## src/rtl/trigger_network_sync.sv

```systemverilog
// -----------------------------------------------------------------------------
// trigger_network_sync
//
// Network-level companion to the per-actor trigger FSMs. A single network
// ap_start is fanned out to NUM_ACTORS triggers. The block aggregates their
// sleep/sync status into the broadcast all_sleep/all_sync/all_sync_wait
// signals. It folds the per-trigger ap_done pulses into one network
// ap_done/ap_ready pulse. It also keeps run statistics for the host.
//
// Handshake: ap_start is a level request. It is accepted only in IDLE and only
// when every participating trigger reports idle. It is not latched, so the
// host holds it until ap_idle falls. ap_done/ap_ready pulse for exactly one
// cycle when every participating trigger has reported done during the run.
//
// Parameters:
//   NUM_ACTORS  number of trigger instances served (1..64)
//   ACTOR_MASK  bit i = 1 means trigger i participates. Masked-off bits read
//               as idle/sleeping/synced/done.
//   CNT_W       width of the statistics counters
//
// Ports:
//   ap_clk, ap_rst             clock, synchronous active-high reset
//   ap_start                   network start request (level)
//   ap_done, ap_ready          one-cycle completion pulse (identical)
//   ap_idle                    high while in IDLE
//   trig_start                 one-cycle start pulse to each participating trigger
//   trig_idle/done/sleep       status inputs from each trigger
//   trig_sync_exec/sync_wait   sync status inputs from each trigger
//   all_sleep/all_sync/all_sync_wait  combinational broadcasts, 0 outside RUN
//   run_cycles                 RUN cycles of the last or current run (saturating)
//   sync_rounds                all_sync rising edges in the last or current run
//   dbg_state                  current FSM state (IDLE=0, START=1, RUN=2, DONE=3)
// -----------------------------------------------------------------------------
module trigger_network_sync #(
  parameter int                    NUM_ACTORS = 4,
  parameter logic [NUM_ACTORS-1:0] ACTOR_MASK = {NUM_ACTORS{1'b1}},
  parameter int                    CNT_W      = 32
) (
  input  logic                  ap_clk,
  input  logic                  ap_rst,
  input  logic                  ap_start,
  output logic                  ap_done,
  output logic                  ap_ready,
  output logic                  ap_idle,
  output logic [NUM_ACTORS-1:0] trig_start,
  input  logic [NUM_ACTORS-1:0] trig_idle,
  input  logic [NUM_ACTORS-1:0] trig_done,
  input  logic [NUM_ACTORS-1:0] trig_sleep,
  input  logic [NUM_ACTORS-1:0] trig_sync_exec,
  input  logic [NUM_ACTORS-1:0] trig_sync_wait,
  output logic                  all_sleep,
  output logic                  all_sync,
  output logic                  all_sync_wait,
  output logic [CNT_W-1:0]      run_cycles,
  output logic [CNT_W-1:0]      sync_rounds,
  output logic [1:0]            dbg_state
);

  typedef enum logic [1:0] {
    S_IDLE  = 2'd0,
    S_START = 2'd1,
    S_RUN   = 2'd2,
    S_DONE  = 2'd3
  } state_t;

  localparam logic [CNT_W-1:0] CNT_MAX = {CNT_W{1'b1}};
  localparam logic [CNT_W-1:0] CNT_ONE = {{(CNT_W-1){1'b0}}, 1'b1};

  // A network with no participants never performs a sync round. The
  // vacuously-true all_sync it shows for its single RUN cycle is not counted.
  localparam bit HAS_ACTORS = (ACTOR_MASK != {NUM_ACTORS{1'b0}});

  state_t                  state;
  logic [NUM_ACTORS-1:0]   done_seen;
  logic                    sync_prev;

  // Masked-off triggers read as idle / done / sleeping / synced.
  logic [NUM_ACTORS-1:0]   m_idle;
  logic [NUM_ACTORS-1:0]   m_done;
  logic [NUM_ACTORS-1:0]   m_sleep;
  logic [NUM_ACTORS-1:0]   m_sync;
  logic [NUM_ACTORS-1:0]   m_sync_wait;
  logic                    in_run;
  logic                    all_done;

  assign m_idle      = trig_idle  | ~ACTOR_MASK;
  assign m_done      = trig_done  | ~ACTOR_MASK;
  assign m_sleep     = trig_sleep | ~ACTOR_MASK;
  assign m_sync      = trig_sync_exec | trig_sync_wait | ~ACTOR_MASK;
  assign m_sync_wait = trig_sync_wait | ~ACTOR_MASK;

  assign in_run = (state == S_RUN);

  // Zero-latency broadcasts. The triggers react to them in the same cycle.
  assign all_sleep     = in_run & (&m_sleep);
  assign all_sync      = in_run & (&m_sync);
  assign all_sync_wait = all_sync & (&m_sync_wait);

  // Include this cycle's done pulses so that final pulses arriving together
  // complete the run without an extra cycle.
  assign all_done = &(done_seen | m_done);

  assign dbg_state = state;

  always_ff @(posedge ap_clk) begin
    if (ap_rst) begin
      state       <= S_IDLE;
      trig_start  <= '0;
      ap_done     <= 1'b0;
      ap_ready    <= 1'b0;
      ap_idle     <= 1'b1;
      done_seen   <= '0;
      sync_prev   <= 1'b0;
      run_cycles  <= '0;
      sync_rounds <= '0;
    end else begin
      // all_sync is forced low outside RUN, so each run starts with a clean
      // edge detector.
      sync_prev  <= all_sync;
      trig_start <= '0;
      ap_done    <= 1'b0;
      ap_ready   <= 1'b0;

      case (state)
        S_IDLE: begin
          if (ap_start && (&m_idle)) begin
            state       <= S_START;
            trig_start  <= ACTOR_MASK;
            ap_idle     <= 1'b0;
            done_seen   <= '0;
            run_cycles  <= '0;
            sync_rounds <= '0;
          end
        end

        S_START: begin
          state <= S_RUN;
        end

        S_RUN: begin
          if (run_cycles != CNT_MAX) begin
            run_cycles <= run_cycles + CNT_ONE;
          end
          if (HAS_ACTORS && all_sync && !sync_prev && (sync_rounds != CNT_MAX)) begin
            sync_rounds <= sync_rounds + CNT_ONE;
          end
          done_seen <= done_seen | (trig_done & ACTOR_MASK);
          if (all_done) begin
            state    <= S_DONE;
            ap_done  <= 1'b1;
            ap_ready <= 1'b1;
          end
        end

        S_DONE: begin
          state   <= S_IDLE;
          ap_idle <= 1'b1;
        end

        default: begin
          state <= S_IDLE;
        end
      endcase
    end
  end

endmodule
```

## config.mk

```make
export PLATFORM = sky130hd
export DESIGN_NAME = trigger_network_sync
export DESIGN_NICKNAME = d
export VERILOG_FILES = /design/src/rtl/trigger_network_sync.sv
export SDC_FILE = /design/constraint.sdc
export NUM_CORES = 1
export LEC_CHECK = 0
export CORE_UTILIZATION = 29
export DETAILED_ROUTE_END_ITERATION = 7
export SKIP_LAST_GASP = 1
export SYNTH_ARGS = -nofsm -noshare
export SYNTH_HDL_FRONTEND = slang
export SYNTH_SLANG_ARGS = --single-unit
```

## constraint.sdc

```tcl
create_clock -name ap_clk -period 2.25 [get_ports ap_clk]
set_input_delay 0.225 -clock ap_clk [delete_from_list [all_inputs] [get_ports ap_clk]]
set_output_delay 0.225 -clock ap_clk [all_outputs]
set_load 0.01 [all_outputs]
```

==> results.sh <==
export IMPL_outcome="finished with violations"
export IMPL_failed_checks="design-rule violations, negative setup slack"
export IMPL_start_kind="flip-flop"
export IMPL_reg2reg_from="dbg_state[0]$_SDFFE_PP0P_"
export IMPL_synth_area_top_cells="dfxtp_1 (36%), nand2_1 (5.7%), nor2_1 (4.4%)"
export IMPL_gp_congestion=0.864
export IMPL_finalSetupViolations=1
export IMPL_worst_pin_slew_ps=597
export IMPL_ios=99
export IMPL_ys_seq_area_share_pct=36.0
export IMPL_synth_compound_area_share_pct=27.2
export IMPL_drive_above_1_share_pct=23.4
export IMPL_antenna_cells=0
export IMPL_globalRouteTotalUtil_pct=19.9
export IMPL_hold_viol=0
export IMPL_setup_slack_ps=-19.1
export IMPL_async_flop_share_pct=0
export IMPL_ir_drop_v=0.000371
export IMPL_yosys_warnings=0
export IMPL_yosys_area_share_simple_pct=28.8
export IMPL_cts_buffers=9
export IMPL_overflow=0
export IMPL_path_clk_slew_ps=60
export IMPL_portBuffers=98
export IMPL_postSynthAreaPerCell_sq_um=7.92
export IMPL_wirelength_microns=14700
export IMPL_die_area_sq_mm=0.0147
export IMPL_synth_edff_count=0
export IMPL_core_sq_mm=0.0139
export IMPL_synth_seq_cells=74
export IMPL_synthMuxAreaShare_pct=1.25
export IMPL_total_power_mw=3.37
export IMPL_dr_total_vias=4907
export IMPL_grt_max_degree=33
export IMPL_p_per_area_mw_per_mm2=529
export IMPL_h_tree_depth=3
export IMPL_num_rows=43
export IMPL_relSlewSlack_pct=60.1
export IMPL_fmax_mhz=441
export IMPL_synth_top_area_cell="dfxtp_1"
export IMPL_cp_required_ps=2470
export IMPL_min_to="sync_rounds[17]$_SDFFE_PP0P_"
export IMPL_yosysMostFrequentCell="dfxtp_1"
export IMPL_final_cells=878
export IMPL_syn_num_nets=548
export IMPL_die_y_microns=121
export IMPL_yosysUniqueCellTypes=64
export IMPL_place_hpwl_microns=10700
export IMPL_cp_cell_sequence="inv_2 -> ha_4 -> o21ai_4 -> nor4_4 -> o31ai_4 -> buf_6 -> or4_4 -> mux2i_1 -> nand2_1"
export IMPL_synth_top_family_by_area="simple AND/OR/NAND/NOR gates"
export IMPL_synth_ff_type="dfxtp_1"
export IMPL_rsz0062_at_grt="yes"
export IMPL_syn_cell_area_sq_mm=0.00411
export IMPL_min_period_ps=2270
export IMPL_synth_top_area_share_pct=36.0
export IMPL_root_buffer="clkbuf_16"
export IMPL_r2r_end="sync_rounds[25]$_SDFFE_PP0P_"
export IMPL_drt_iter0_markers=439
export IMPL_worstHoldPathType="in2reg"
export IMPL_cts_max_path_buffers=2
export IMPL_synth_top_cells_by_count="dfxtp_1 (74), nand2_1 (63), nor2_1 (48), a21oi_1 (33)"
export IMPL_dp_cells=854
export IMPL_clock_skew_ps=7.82
export IMPL_cp_end_kind="flip-flop"
export IMPL_syn_to_final_growth_pct=54.8
export IMPL_grt_first_pass_wirelength_microns=22800
export IMPL_cp_slowest_cell="or4_4"
export IMPL_clkLatencyLatePin_ps=330
export IMPL_leakage_nw=2.29
export IMPL_crit_fanout=6
export IMPL_syn_instance_count=519
export IMPL_hold_depth=4
export IMPL_ant_nets=0
export IMPL_firstDrtPassIters=8
export IMPL_min_from="ap_rst"
export IMPL_antenna_found_initial=0
export IMPL_start_util_pct=29.6
export IMPL_die_w_microns=121
export IMPL_avgRoutedWirePerCell_microns=16.8
export IMPL_maxCapViolations=0
export IMPL_synth_xor_area_share_pct=0.213
export IMPL_grt_pass1_vias=4477
export IMPL_cts_tree="done"
export IMPL_regToRegSetupSlack_ps=-20
export IMPL_final_nets=723
export IMPL_crit_path_max_incr_delay_ps=500
export IMPL_critPathArrivalTime_ps=2490
export IMPL_rr_worst_depth=9
export IMPL_synth_fa_ha_area_share_pct=1.83
export IMPL_min_period_over_period_pct=101
export IMPL_vias_per_cell=5.59
export IMPL_cts_sinks=74
export IMPL_dp_slack_ps=-173
export IMPL_drv_slew=0
export IMPL_path_class="reg2reg"
export IMPL_drcViolationCount=3
export IMPL_postLayoutCoreUtil_pct=45.9
routing by layer:
metal / track usage, % / vias to the layer above / share of wire, %
met5: 0 / - / 0
met4: 6.48 / 0 / 1.6
met3: 3.85 / 25 / 5.9
met2: 32.5 / 175 / 47
met1: 26.1 / 2371 / 45
li1: - / 2336 / -
worst max-delay path: cells and delay by family, from the launching register on:
kind            cells  cell delay [ps]
simple gates        3             1010
flops               1              320
fa+ha+maj           1              150
mux                 1              150
compound gates      2              280
buf+inv             2              240
state kept, by name, indices dropped and copies added, names as in the netlist:
| register | count |
|---|---|
| ap_ready | 1 |
| run_cycles | 32 |
| ap_idle | 1 |
| sync_rounds | 32 |
| sync_prev | 1 |
| dbg_state | 2 |
| done_seen | 4 |
| trig_start | 1 |
repair_timing:
action / in CTS / in global routing
buffers inserted: 3 / 6
gates resized for setup: 10 / 29
pin swaps: 2 / 11
setup endpoints to repair: 33 / 53
hold buffers: 0 / 0
layout by cell type, fill, tap and decap left out, drive strengths merged, types with 12 or more instances in the layout:
cell	count
and4	13
buf	101
nor2	48
clkdlybuf4s50	95
a311oi	17
nand4	20
and3	15
nor3	14
dfxtp	74
a21oi	33
a31oi	17
o21ai	24
clkbuf	12
nand2	63
nand3	23
metrics by stage:
step           setup TNS [ps]  hold WS (ps)  area, sq um
6_report                -19.1           414         6370
5_1_grt                  -226           414         6370
4_1_cts                 -40.3           389         6210
3_5_place_dp            -1940           470         5870
3_3_place_gp             -442           451         5870
2_1_floorplan               0           363         4130
how the worst max path moves through the flow:
| stage | slack (ps) | endpoint | start |
|---|---|---|---|
| floorplan | 30 | sync_rounds[6]$_SDFFE_PP0P_ | dbg_state[0]$_SDFFE_PP0P_ |
| finish | -20 | sync_rounds[25]$_SDFFE_PP0P_ | dbg_state[0]$_SDFFE_PP0P_ |
| global placement | -80 | sync_rounds[17]$_SDFFE_PP0P_ | trig_sync_wait[3] |
| CTS | -30 | sync_rounds[19]$_SDFFE_PP0P_ | sync_rounds[25]$_SDFFE_PP0P_ |
| global route | -70 | sync_rounds[25]$_SDFFE_PP0P_ | dbg_state[0]$_SDFFE_PP0P_ |
| detailed placement | -170 | sync_rounds[17]$_SDFFE_PP0P_ | trig_sync_wait[3] |
layout make-up:
type,instances,area (sq um)
repair buffers,198,1760
clock inverters,3,40.0
well taps,180,225
flip-flops and latches,74,1500
multi-input cells,400,2560
fillers,1392,7510
clock buffers,12,246
inverters,11,41.3
where the power goes:
part	total (mW)	switching [mW]	internal (mW)
clock network	1.42	0.543	0.880
registers	1.34	0.0137	1.33
logic	0.601	0.339	0.262
total	3.37	0.896	2.47
cell families (layout without fill, tap and decap cells):
group / Yosys count / count (layout)
buffers and inverters: 45 / 224
AO/OA/AOI/OAI: 159 / 159
multiplexers: 5 / 5
AND/OR/NAND/NOR: 229 / 229
flip-flops: 74 / 74
adder cells (fa/ha/maj): 6 / 6
XOR/XNOR: 1 / 1
No activity file was read; power rests on OpenSTA's default activity.
==> RTL edit 1: new RTL, same flow settings <==
`NUM_ACTORS`: 4 -> 5.
--- a/src/rtl/trigger_network_sync.sv
+++ b/src/rtl/trigger_network_sync.sv
@@ -34,3 +34,3 @@
 module trigger_network_sync #(
-  parameter int                    NUM_ACTORS = 4,
+  parameter int                    NUM_ACTORS = 5,
   parameter logic [NUM_ACTORS-1:0] ACTOR_MASK = {NUM_ACTORS{1'b1}},
Interface: changed (6 resized); port bits go from 99 to 105. No check against the original RTL was run, so the function may have changed too.
==> RTL edit 1 against the original RTL <==
  * Wire length fell by 9.1%
  * Count of clock-buffer cells in the layout up 2
  * Total power decreased by 6.4%
  * Cell area shrank 3.4%
  * Sequential cell count up 1
  * Synthesized area fell by 3.5%
  * Global-route usage fell by 0.77 points
  * Critical path type unchanged
  * Highest routed layer unchanged
  * Worst hold slack better by 0.099 ns
  * First-iteration DRC count down 44%
  * Clock skew shrank 0.0022 ns
  * Setup slack better by 0.13 ns
==> RTL edit 1: results (changes against the original RTL) <==
[routing]
drtIter0Drc=245  ; -44%
dr_wl_met3_um=808  ; -6.4%
wl_met1_um=5780  ; -13%
viasPerCell=5.33  ; -4.6%
firstDrtPassIters=6  ; -2
postRouteWirelength_um=13400  ; -9.1%
dr_wl_met2_um=6460  ; -7.3%

[grt]
use_met3_pct=4.55  ; +0.70 points
use_met2_pct=32.2  ; -0.26 points
grtUsageTotal_pct=19.1  ; -0.77 points
grt_pass1_vias=4499  ; +0.49%
grt_start_max_net_pins=28  ; -15%
grt_pass1_wl_um=21700  ; -4.9%
grtUsageMet1_pct=23.0  ; -3.1 points

[placement]
dpl_cell_area_mm2=0.00577  ; -1.8%
place_hpwl_um=9870  ; -7.6%
placed_cells=837  ; -2.0%
place.gp.congestion=0.889  ; +2.9%
io_buffers=104  ; +6.1%

[yosys]
synthTopCellsByCount=dfxtp_1 (75), nor2_1 (55), a21oi_1 (39)
syn_avg_cell_area_um2=8.00  ; +0.94%
ys_seq_area_share_pct=37.8  ; +1.8 points
syn_nets=530  ; -3.3%
synth_cell_type_count=56  ; -13%
synth_area_leaders=dfxtp_1 (38%), nor2_1 (5.2%), nand4_1 (5.0%)

[finish]
fillers=1282  ; -7.9%
reg_top3=run_cycles x32, sync_rounds x32, done_seen x5
instances_no_fill=859  ; -2.2%
drive_gt1_share_pct=19.5  ; -3.9 points
final_nets=712  ; -1.5%

[timing]
worst_slew_pin_slew_ns=0.559  ; -0.0387 ns
whs_ns=0.513  ; +0.0990 ns
fin_skew_ns=0.00567  ; -0.00215 ns

[worst_setup_path]
cp_max_fo=13  ; +7
rrSetupSlack_ns=0.11  ; +0.13 ns
reg2reg_depth=8  ; -1
cpLargestDelayFamily=compound AO/OA/AOI/OAI gates
r2r-start=dbg_state[1]
rr_endpoint=run_cycles[18]
slowest_stage=or4_1
worstPathArrival_ns=2.41  ; -0.08 ns

[clocking]
clk_latency_ns=0.34
cts-root-buf=clkbuf_16
cts_setup_buffers=4  ; +1
cts_resized=6  ; -4

[min_path]
min_from=sync_rounds[15]
min_path_cells=1  ; -3
min_path_type=flip-flop to flip-flop
min_to=sync_rounds[15]

[pwr]
vdd_drop_max_uv=259  ; -30%
combPwrFrac_pct=14.2  ; -3.6 points
p_leak_nw=2.14  ; -6.7%
pwr-share-clk_pct=43.0  ; +0.7 points
p_sw_share_pct=24.9  ; -1.7 points
power_density_mw_per_mm2=513  ; -3.1%

[run_status]
status=finished clean

[RTL edit 1: changes by cell type in the layout (fill, tap and decap cells not counted), sizes merged, moves of 8 or more]
cell	unedited run	this run
a211oi	11	0
a311oi	17	1
and4	13	4
nand2	63	33
nand3	23	33
nand4	20	32
nor2	48	56
nor3	14	25
nor4	4	15
xnor2	0	19
[RTL edit 1: how the worst max path moves through the flow]
stage,endpoint,start,depth (start not counted)
floorplan,sync_rounds[31],dbg_state[0],10
global placement,sync_rounds[30],trig_sync_wait[0],7
detailed placement,sync_rounds[22],trig_sync_wait[3],7
CTS,run_cycles[28],dbg_state[0],8
global route,sync_rounds[30],dbg_state[1],9
finish,run_cycles[18],dbg_state[1],8
[RTL edit 1: metrics by stage]
step | setup slack, ns | utilization (%)
final | 0.107 | 46.3
after global routing | -0.0137 | 46.3
after CTS | 0.0176 | 45.8
after detailed placement | -0.239 | 43.4
after global placement | -0.207 | 43.4
after floorplan | 0.00923 | -
[RTL edit 1: area by class of cell]
cell class                 instances  area, um^2  share of cell area [%]
tap                              176         220                    3.58
inverter                          11        41.3                   0.671
sequential                        75        1500                    24.4
multi-input combinational        383        2340                    38.1
clock buffer                      14         264                    4.29
timing repair buffer             198        1770                    28.8
clock inverter                     2        10.0                   0.163
[RTL edit 1: kinds of logic (layout without fill, tap and decap cells)]
kind of cell	count (synthesis)	in the layout	share of synthesized area, %
simple gates	233	233	31.4
compound gates	118	118	18.6
flops	75	75	37.8
fa+ha+maj	6	6	1.89
mux	1	1	0.252
buf+inv	38	225	4.48
xor+xnor	25	25	5.52
[RTL edit 1: worst register-to-register path, delay by kind of cell, from the launching register on]
kind,cells,cell delay [ns]
adders and majority gates,1,0.20
AOI/OAI and AO/OA,3,0.71
buffers and inverters,2,0.22
and+or+nand+nor,2,0.59
DFF,1,0.34
==> RTL edit 2: new RTL, same settings <==
Without the edit above. Register the output `sync_rounds` once more; this adds one clock of latency there. The other outputs are not delayed to match.
--- a/src/rtl/trigger_network_sync.sv
+++ b/src/rtl/trigger_network_sync.sv
@@ -72,2 +72,4 @@
 
+  logic [CNT_W-1:0] sync_rounds_s0;
+
   state_t                  state;
@@ -114,3 +116,3 @@
       run_cycles  <= '0;
-      sync_rounds <= '0;
+      sync_rounds_s0 <= '0;
     end else begin
@@ -131,3 +133,3 @@
             run_cycles  <= '0;
-            sync_rounds <= '0;
+            sync_rounds_s0 <= '0;
           end
@@ -143,4 +145,4 @@
           end
-          if (HAS_ACTORS && all_sync && !sync_prev && (sync_rounds != CNT_MAX)) begin
-            sync_rounds <= sync_rounds + CNT_ONE;
+          if (HAS_ACTORS && all_sync && !sync_prev && (sync_rounds_s0 != CNT_MAX)) begin
+            sync_rounds_s0 <= sync_rounds_s0 + CNT_ONE;
           end
@@ -166,2 +168,6 @@
 
+  always_ff @(posedge ap_clk) begin
+    sync_rounds <= sync_rounds_s0;
+  end
+
 endmodule
Formal check against the unedited RTL: not equivalent (a bounded check fails within 4 cycles, from zero or initial values and one cycle with ap_rst high).
==> RTL edit 2 against the original RTL <==
  * Synthesized cell count is 8.5% higher
  * Cell area grew 5.0%
  * Die area grew 13%
  * Global-route usage decreased by 3.8 points
  * Sequential cell count increased by 32
  * Final cell count rose by 5.2%
  * Wire length fell by 8.6%
  * Synthesized area up 13%
  * Total power rose by 17%
  * Setup slack improved by 0.037 ns
  * Critical path type unchanged
  * Largest cell class unchanged
==> RTL edit 2: results (changes against the original RTL) <==
[timing]
fin_skew_ns=0.0117  ; +0.00388 ns

[yosys]
synth_fa_ha_area_share_pct=1.61  ; -0.22 points
syn_nets=592  ; +8.0%
synth-seq-cells=106  ; +43%
syn_avg_cell_area_um2=8.29  ; +4.6%
synthTopCellsByCount=dfxtp_1 (106), o21ai_0 (70), nand2_1 (58)
synth_area_leaders=dfxtp_1 (45%), o21ai_0 (7.5%), a21oi_1 (4.7%)
ys_seq_area_share_pct=45.5  ; +9.5 points

[min_path]
min_path_type=flip-flop to flip-flop
min_to=sync_rounds[27]

[routing]
routedWlPerCell_um=14.6  ; -13%
dr_wl_met3_um=818  ; -5.2%
wl_met1_um=6090  ; -8.3%
vias=4787  ; -2.4%

[placement]
place_hpwl_um=9500  ; -11%
place.gp.congestion=0.851  ; -1.4%
place_ws_ns=-0.0447  ; +0.128 ns
placed_cells=903  ; +5.7%

[pwr]
p_leak_nw=2.36  ; +2.9%

[worst_setup_path]
worstPathArrival_ns=2.47  ; -0.02 ns
cp_max_fo=8  ; +2

[finish]
fillers=1545  ; +11%
multi_input_area_share_pct=36.5  ; -3.8 points
clockNetworkAreaShare_pct=4.28  ; -0.22 points

[run_status]
status=finished clean

[floorplanning]
rows=46  ; +7.0%

RTL edit 2: cell count changes after synthesis, sizes merged, moves of 7 or more:
cell    delta
a311oi    -17
o21ai     +50
a211oi    -10
o31ai      -7
nand3     +15
a21oi     +11
nor2      -16
dfxtp     +32
and4      -11
or3        +9
RTL edit 2: report_power, final:
part	internal (mW)	total, mW	switching, mW
clock	0.780	1.55	0.766
sequential	1.89	1.90	0.0123
combinational	0.217	0.481	0.263
RTL edit 2: how the worst max path moves through the flow:
stage | start | to | slack, ns | cells past startpoint
after floorplan | run_cycles[0] | run_cycles[14] | 0.07 | 7
after detailed placement | trig_idle[3] | run_cycles[23] | -0.04 | 7
after global routing | run_cycles[0] | run_cycles[11] | -0.04 | 7
after global placement | trig_idle[3] | run_cycles[23] | 0.04 | 7
final | dbg_state[0] | run_cycles[2] | 0.02 | 10
after CTS | dbg_state[0] | run_cycles[28] | -0.0009 | 8
RTL edit 2: through the flow:
stage / utilization, % / hold slack, ns
detailed placement: 39.6 / 0.373
global route: 42.4 / 0.395
CTS: 41.4 / 0.382
finish: 42.4 / 0.381
floorplan: - / 0.326
global placement: 39.6 / 0.371
RTL edit 2: worst max-delay path, stage by stage (launching register included):
cell	delay, ns
dfxtp_1	0.34
inv_2	0.11
ha_4	0.16
nand4_1	0.13
buf_4	0.17
buf_4	0.13
o21ai_1	0.43
o41a_4	0.33
nand2_1	0.07
a31oi_1	0.19
nor2_1	0.05
RTL edit 2: repair_timing:
action / 4_1_cts / 5_1_grt
endpoints found under the setup margin: 2 / 58
gates resized for setup: 1 / 28
cloned: 0 / 1
setup buffers: 0 / 4
pin swaps: 0 / 9
